[src/rtl/sr_latch_arbiter.sv]
// Round-robin arbiter that shares one SR latch among N_REQ requesters, issuing
// fixed-width s/r pulses separated by a guard cycle and tracking the latch value.
module sr_latch_arbiter #(
  parameter int N_REQ   = 4,
  parameter int PULSE_W = 2
) (
  input  logic             clk,
  input  logic             rst,
  input  logic [N_REQ-1:0] set_req,
  input  logic [N_REQ-1:0] clr_req,
  output logic             s,
  output logic             r,
  output logic [N_REQ-1:0] ack,
  output logic             busy,
  output logic             q_state,
  output logic             q_valid,
  output logic             conflict
);

  localparam int PTR_W = $clog2(N_REQ);
  localparam int CNT_W = $clog2(PULSE_W) + 1;
  localparam logic [PTR_W-1:0] LAST     = PTR_W'(N_REQ - 1);
  localparam logic [CNT_W-1:0] CNT_LOAD = CNT_W'(PULSE_W - 1);

  typedef enum logic [1:0] {IDLE, DRIVE, GAP} state_t;

  // Handshake: set_req/clr_req are levels held until ack; ack is a one-cycle
  // pulse and the request must be low by the edge that ends the ack cycle.
  state_t           state, state_n;
  logic [PTR_W-1:0] ptr, ptr_n, grant, grant_n, pick, idx, fin_g;
  logic [CNT_W-1:0] cnt, cnt_n;
  logic [N_REQ-1:0] pending, ack_n;
  logic             op_set, op_set_n, found, pick_set, finish, fin_op;
  logic             s_n, r_n, q_state_n, q_valid_n, conflict_n, busy_n;

  assign pending  = set_req | clr_req;
  assign pick_set = ~clr_req[pick];

  always_comb begin
    found = 1'b0;
    pick  = '0;
    idx   = '0;
    for (int i = 0; i < N_REQ; i++) begin
      idx = PTR_W'((int'(ptr) + i) % N_REQ);
      if (!found && pending[idx]) begin
        found = 1'b1;
        pick  = idx;
      end
    end
  end

  always_comb begin
    state_n    = state;
    ptr_n      = ptr;
    grant_n    = grant;
    cnt_n      = cnt;
    op_set_n   = op_set;
    s_n        = 1'b0;
    r_n        = 1'b0;
    ack_n      = '0;
    conflict_n = 1'b0;
    q_state_n  = q_state;
    q_valid_n  = q_valid;
    finish     = 1'b0;
    fin_g      = grant;
    fin_op     = op_set;
    case (state)
      IDLE: begin
        if (found) begin
          grant_n    = pick;
          op_set_n   = pick_set;
          conflict_n = set_req[pick] & clr_req[pick];
          // Latch already holds the requested value: complete without a pulse.
          if (q_valid && (q_state == pick_set)) begin
            finish = 1'b1;
            fin_g  = pick;
            fin_op = pick_set;
          end else begin
            state_n = DRIVE;
            cnt_n   = CNT_LOAD;
            s_n     = pick_set;
            r_n     = ~pick_set;
          end
        end
      end
      DRIVE: begin
        if (cnt == '0) begin
          finish = 1'b1;
        end else begin
          cnt_n = cnt - 1'b1;
          s_n   = op_set;
          r_n   = ~op_set;
        end
      end
      GAP:     state_n = IDLE;
      default: state_n = IDLE;
    endcase
    if (finish) begin
      state_n      = GAP;
      ack_n[fin_g] = 1'b1;
      q_state_n    = fin_op;
      q_valid_n    = 1'b1;
      ptr_n        = (fin_g == LAST) ? '0 : fin_g + 1'b1;
    end
    busy_n = (state_n != IDLE);
  end

  always_ff @(posedge clk) begin
    if (rst) begin
      state    <= IDLE;
      ptr      <= '0;
      grant    <= '0;
      cnt      <= '0;
      op_set   <= 1'b0;
      s        <= 1'b0;
      r        <= 1'b0;
      ack      <= '0;
      busy     <= 1'b0;
      q_state  <= 1'b0;
      q_valid  <= 1'b0;
      conflict <= 1'b0;
    end else begin
      state    <= state_n;
      ptr      <= ptr_n;
      grant    <= grant_n;
      cnt      <= cnt_n;
      op_set   <= op_set_n;
      s        <= s_n;
      r        <= r_n;
      ack      <= ack_n;
      busy     <= busy_n;
      q_state  <= q_state_n;
      q_valid  <= q_valid_n;
      conflict <= conflict_n;
    end
  end

endmodule

[config.mk]
export PLATFORM = sky130hd
export DESIGN_NAME = sr_latch_arbiter
export DESIGN_NICKNAME = d
export VERILOG_FILES = /design/src/rtl/sr_latch_arbiter.sv
export SDC_FILE = /design/constraint.sdc
export NUM_CORES = 1
export LEC_CHECK = 0
export ABC_AREA = 1
export CORE_MARGIN = 5
export CORE_UTILIZATION = 51
export DETAILED_ROUTE_END_ITERATION = 8
export PLACE_DENSITY = 0.76
export SYNTH_ARGS = -nofsm -noshare
export SYNTH_HDL_FRONTEND = slang
export SYNTH_SLANG_ARGS = --single-unit
[constraint.sdc]
create_clock -name clk -period 3.3 [get_ports clk]
set_clock_uncertainty 0.15 [all_clocks]
set_input_delay 0.99 -clock clk [delete_from_list [all_inputs] [get_ports clk]]
set_output_delay 0.99 -clock clk [all_outputs]
set_load 0.01 [all_outputs]
==> reports/results.tsv <==
stage	metric	value	unit
clock_tree	Sink Count	19	
yosys	post-synthesis cell type count	31	
flow_run	maxcap violations	0	
drt	# DRC	0	
grt	Global Route Usage Sum	0.197	
clock_tree	CTS tree	yes	
place	DP Worst Slack	-350	ps
cells_and_area	layout cells sized above 1	0.332	
drt	Vias	1324	
yosys	yosys warns	0	
place	IO Port Bufs	19	
drt	ANT nets after route	0	
critical_path	WP data required	3340	ps
floorplan	Starting Density	0.527	
pwr	maximum vdd ir drop	0.588	mV
sta	RSZ-0062 raised after global routing	no	
drt	drt via density	5.11	
clock_tree	Reg clk slew, reported paths	100	ps
grt	total gr overflow	0	
cells_and_area	area occupied by multi-input gates	850	sq um
sta	Fmax achieved	322	MHz
critical_path	Reg-to-Reg Start	ptr[0]	
critical_path	CP Launch Type	primary input	
critical_path	R2R depth	18	
critical_path	CP Capture Type	flop	
floorplan	num ports	20	
min_path	Endpoint, Worst Hold	cnt[1]	
yosys	number of synthesized register bits	19	
sta	final worst slack	198	ps
floorplan	row count	18	
min_path	HP Start	cnt[1]	
pwr	pwr/cell area	867	nW/um^2
drt	Avg WL per Cell	12.3	um
grt	initial antenna violation count	0	
cells_and_area	Sequential Area	380	sq um
cells_and_area	diode count	0	
clock_tree	Hold Buf Count CTS	0	
sta	hold_ws	369	ps
critical_path	Critical Path Fanout Max	4	
cells_and_area	nets	245	
cells_and_area	area delta synth->final	35.4	%
clock_tree	H-tree levels	1	
pwr	Leakage	0.859	nW
grt	first-pass GRT wire length	5510	um
drt	initial DRC count	69	
sta	Slew @ Worst Pin	544	ps
floorplan	die width	60.4	um
yosys	sequential-to-total area share from yosys stat	0.294	
yosys	syn_area_per_cell	6.92	sq um
floorplan	Die Ht	60.4	um
sta	Final Cycle Share	0.940	
sta	max_slew headroom	0.637	
min_path	worst hold stages	2	
cells_and_area	commonest cells after routing, fill and taps aside	nand2_1 (39), buf_4 (21), nand2_2 (20), inv_1 (20), dfxtp_1 (19)	
drt	DRT Pass-1 Iters	4	
sta	final setup vio count	0	
place	GP Congestion	0.936	
clock_tree	Clock Latency Late Sink	300	ps
floorplan	die area	3640	sq um
clock_tree	Root Driver	clkbuf_4	
grt	largest net degree at the start of global routing	12	
grt	number of global-route vias before repair	1326	
sta	count of final max-slew check failures	0	
sta	final hold vios	0	
critical_path	Reg2Reg Setup Slack	420	ps
drt	routed wire length	3190	um
clock_tree	clock tree buffer depth	2	
clock_tree	CTS buffer count	3	
sta	fin crit period	3100	ps
critical_path	reg-to-reg endpoint	ptr[1]	
sta	Sum Neg Setup Slack	0	ps
cells_and_area	most common cell after layout, fill and taps aside	nand2_1	
critical_path	kind of critical path	primary input to flop	
min_path	worst min-delay path class	flop to flop	
place	Detail Placement HPWL	2450	um
floorplan	Core Box Area	2450	sq um
status	status	finished clean	
cells_and_area	# fillers	213	
critical_path	crit path DAT	3140	ps
yosys	Syn Inst Count	187	
yosys	synthesized net count	202	
yosys	Post-Syn Area	1290	sq um
==> critical path: stages <==
cell           delay (ps)
dlygate4sd2_1         270
nor2_4                120
nand2_2                80
nand2_2               100
nand2_1                70
nand2_2               110
nand4_1               150
a21oi_2               240
nand3_1               120
nand3_2               130
nand3_4                90
nor2_4                130
nand2_1                80
o21ai_2                80
ha_1                  250
nand2_1                60
a21oi_1                50
==> per-stage QoR <==
stage | std cells | total power, W | util | area [sq um]
2_1_floorplan | 187 | 0.00102 | - | 1290
3_3_place_gp | 251 | 0.00129 | 0.664 | 1630
3_5_place_dp | 251 | 0.00132 | 0.664 | 1630
4_1_cts | 257 | 0.00149 | 0.693 | 1700
5_1_grt | 259 | 0.00167 | 0.714 | 1750
6_report | 259 | 0.00152 | 0.714 | 1750
==> metal layers <==
metal  share of wire  global-route usage  wire length (um)
met5               0                   0                 0
met1            0.41               0.222              1300
met2            0.54               0.370              1730
met3           0.032              0.0234               102
met4           0.018              0.0823                58
==> worst max-delay path by stage <==
stage | start | endpoint | slack [ps] | cells past startpoint
4_1_cts | clr_req[1] | ptr[1] | 0.4 | 19
3_3_place_gp | set_req[1] | ptr[1] | -270 | 19
3_5_place_dp | clr_req[3] | ptr[1] | -350 | 17
5_1_grt | set_req[2] | ptr[1] | 1 | 17
2_1_floorplan | clr_req[3] | ptr[1] | 330 | 18
6_report | set_req[1] | ptr[1] | 200 | 17
==> power breakdown <==
part	internal [W]	switching (W)	leakage, nW
Combinational	0.000430	0.000598	0.685
Clock	0.0000452	0.0000709	0.0177
Sequential	0.000310	0.0000649	0.156
Total	0.000785	0.000734	0.859
==> logic make-up (layout without fill, tap and decap cells) <==
| family | after synthesis | after routing | share of synthesized area |
|---|---|---|---|
| buffers and inverters | 30 | 72 | 0.0996 |
| and+or+nand+nor | 111 | 111 | 0.454 |
| DFF | 19 | 19 | 0.294 |
| adders and majority gates | 5 | 5 | 0.0484 |
| AOI/OAI and AO/OA | 22 | 22 | 0.104 |
==> synthesized netlist by cell type <==
library cell / number / share of area
o211ai_1: 1 / 0.0058
o21ai_1: 1 / 0.0039
nand3_2: 5 / 0.039
nand2_1: 46 / 0.13
nor3_1: 1 / 0.0039
a21oi_2: 3 / 0.020
nand3_4: 1 / 0.014
and2_1: 1 / 0.0048
o21ai_0: 7 / 0.027
o22ai_1: 2 / 0.0097
inv_1: 20 / 0.058
nor2_2: 1 / 0.0048
nand2_2: 14 / 0.068
buf_6: 1 / 0.0087
buf_4: 1 / 0.0058
nand2_4: 2 / 0.017
nor2_4: 1 / 0.0087
nor2_1: 13 / 0.038
inv_2: 6 / 0.017
nand3_1: 20 / 0.077
dfxtp_1: 19 / 0.29
nand4_4: 1 / 0.016
a21oi_1: 5 / 0.019
a31oi_1: 1 / 0.0048
ha_1: 5 / 0.048
nand4_1: 2 / 0.0097
o21ai_2: 2 / 0.014
clkinv_1: 1 / 0.0029
inv_6: 1 / 0.0068
nand3b_1: 2 / 0.012
nor3_2: 1 / 0.0077
==> state kept, by name, indices dropped and copies added, names as in the netlist <==
| name | flops |
|---|---|
| ack | 4 |
| busy | 1 |
| cnt | 2 |
| conflict | 1 |
| grant | 2 |
| op_set | 1 |
| ptr | 2 |
| q_state | 1 |
| q_valid | 1 |
| r | 1 |
| s | 1 |
| state | 2 |
==> final cells by class <==
type | count | share of cell area
tap | 30 | 0.0214
multi-input combinational | 138 | 0.485
inverter | 28 | 0.0629
timing repair buffer | 40 | 0.198
sequential | 19 | 0.217
clock buffer | 3 | 0.0129
clock inverter | 1 | 0.00286
==> timing repair <==
item / 4_1_cts / 5_1_grt
gates cloned: 0 / 0
pin swaps: 20 / 12
endpoints found under the setup margin: 2 / 8
setup buffers: 2 / 2
gates resized for setup: 16 / 13
(Power assumes the default switching activity.)
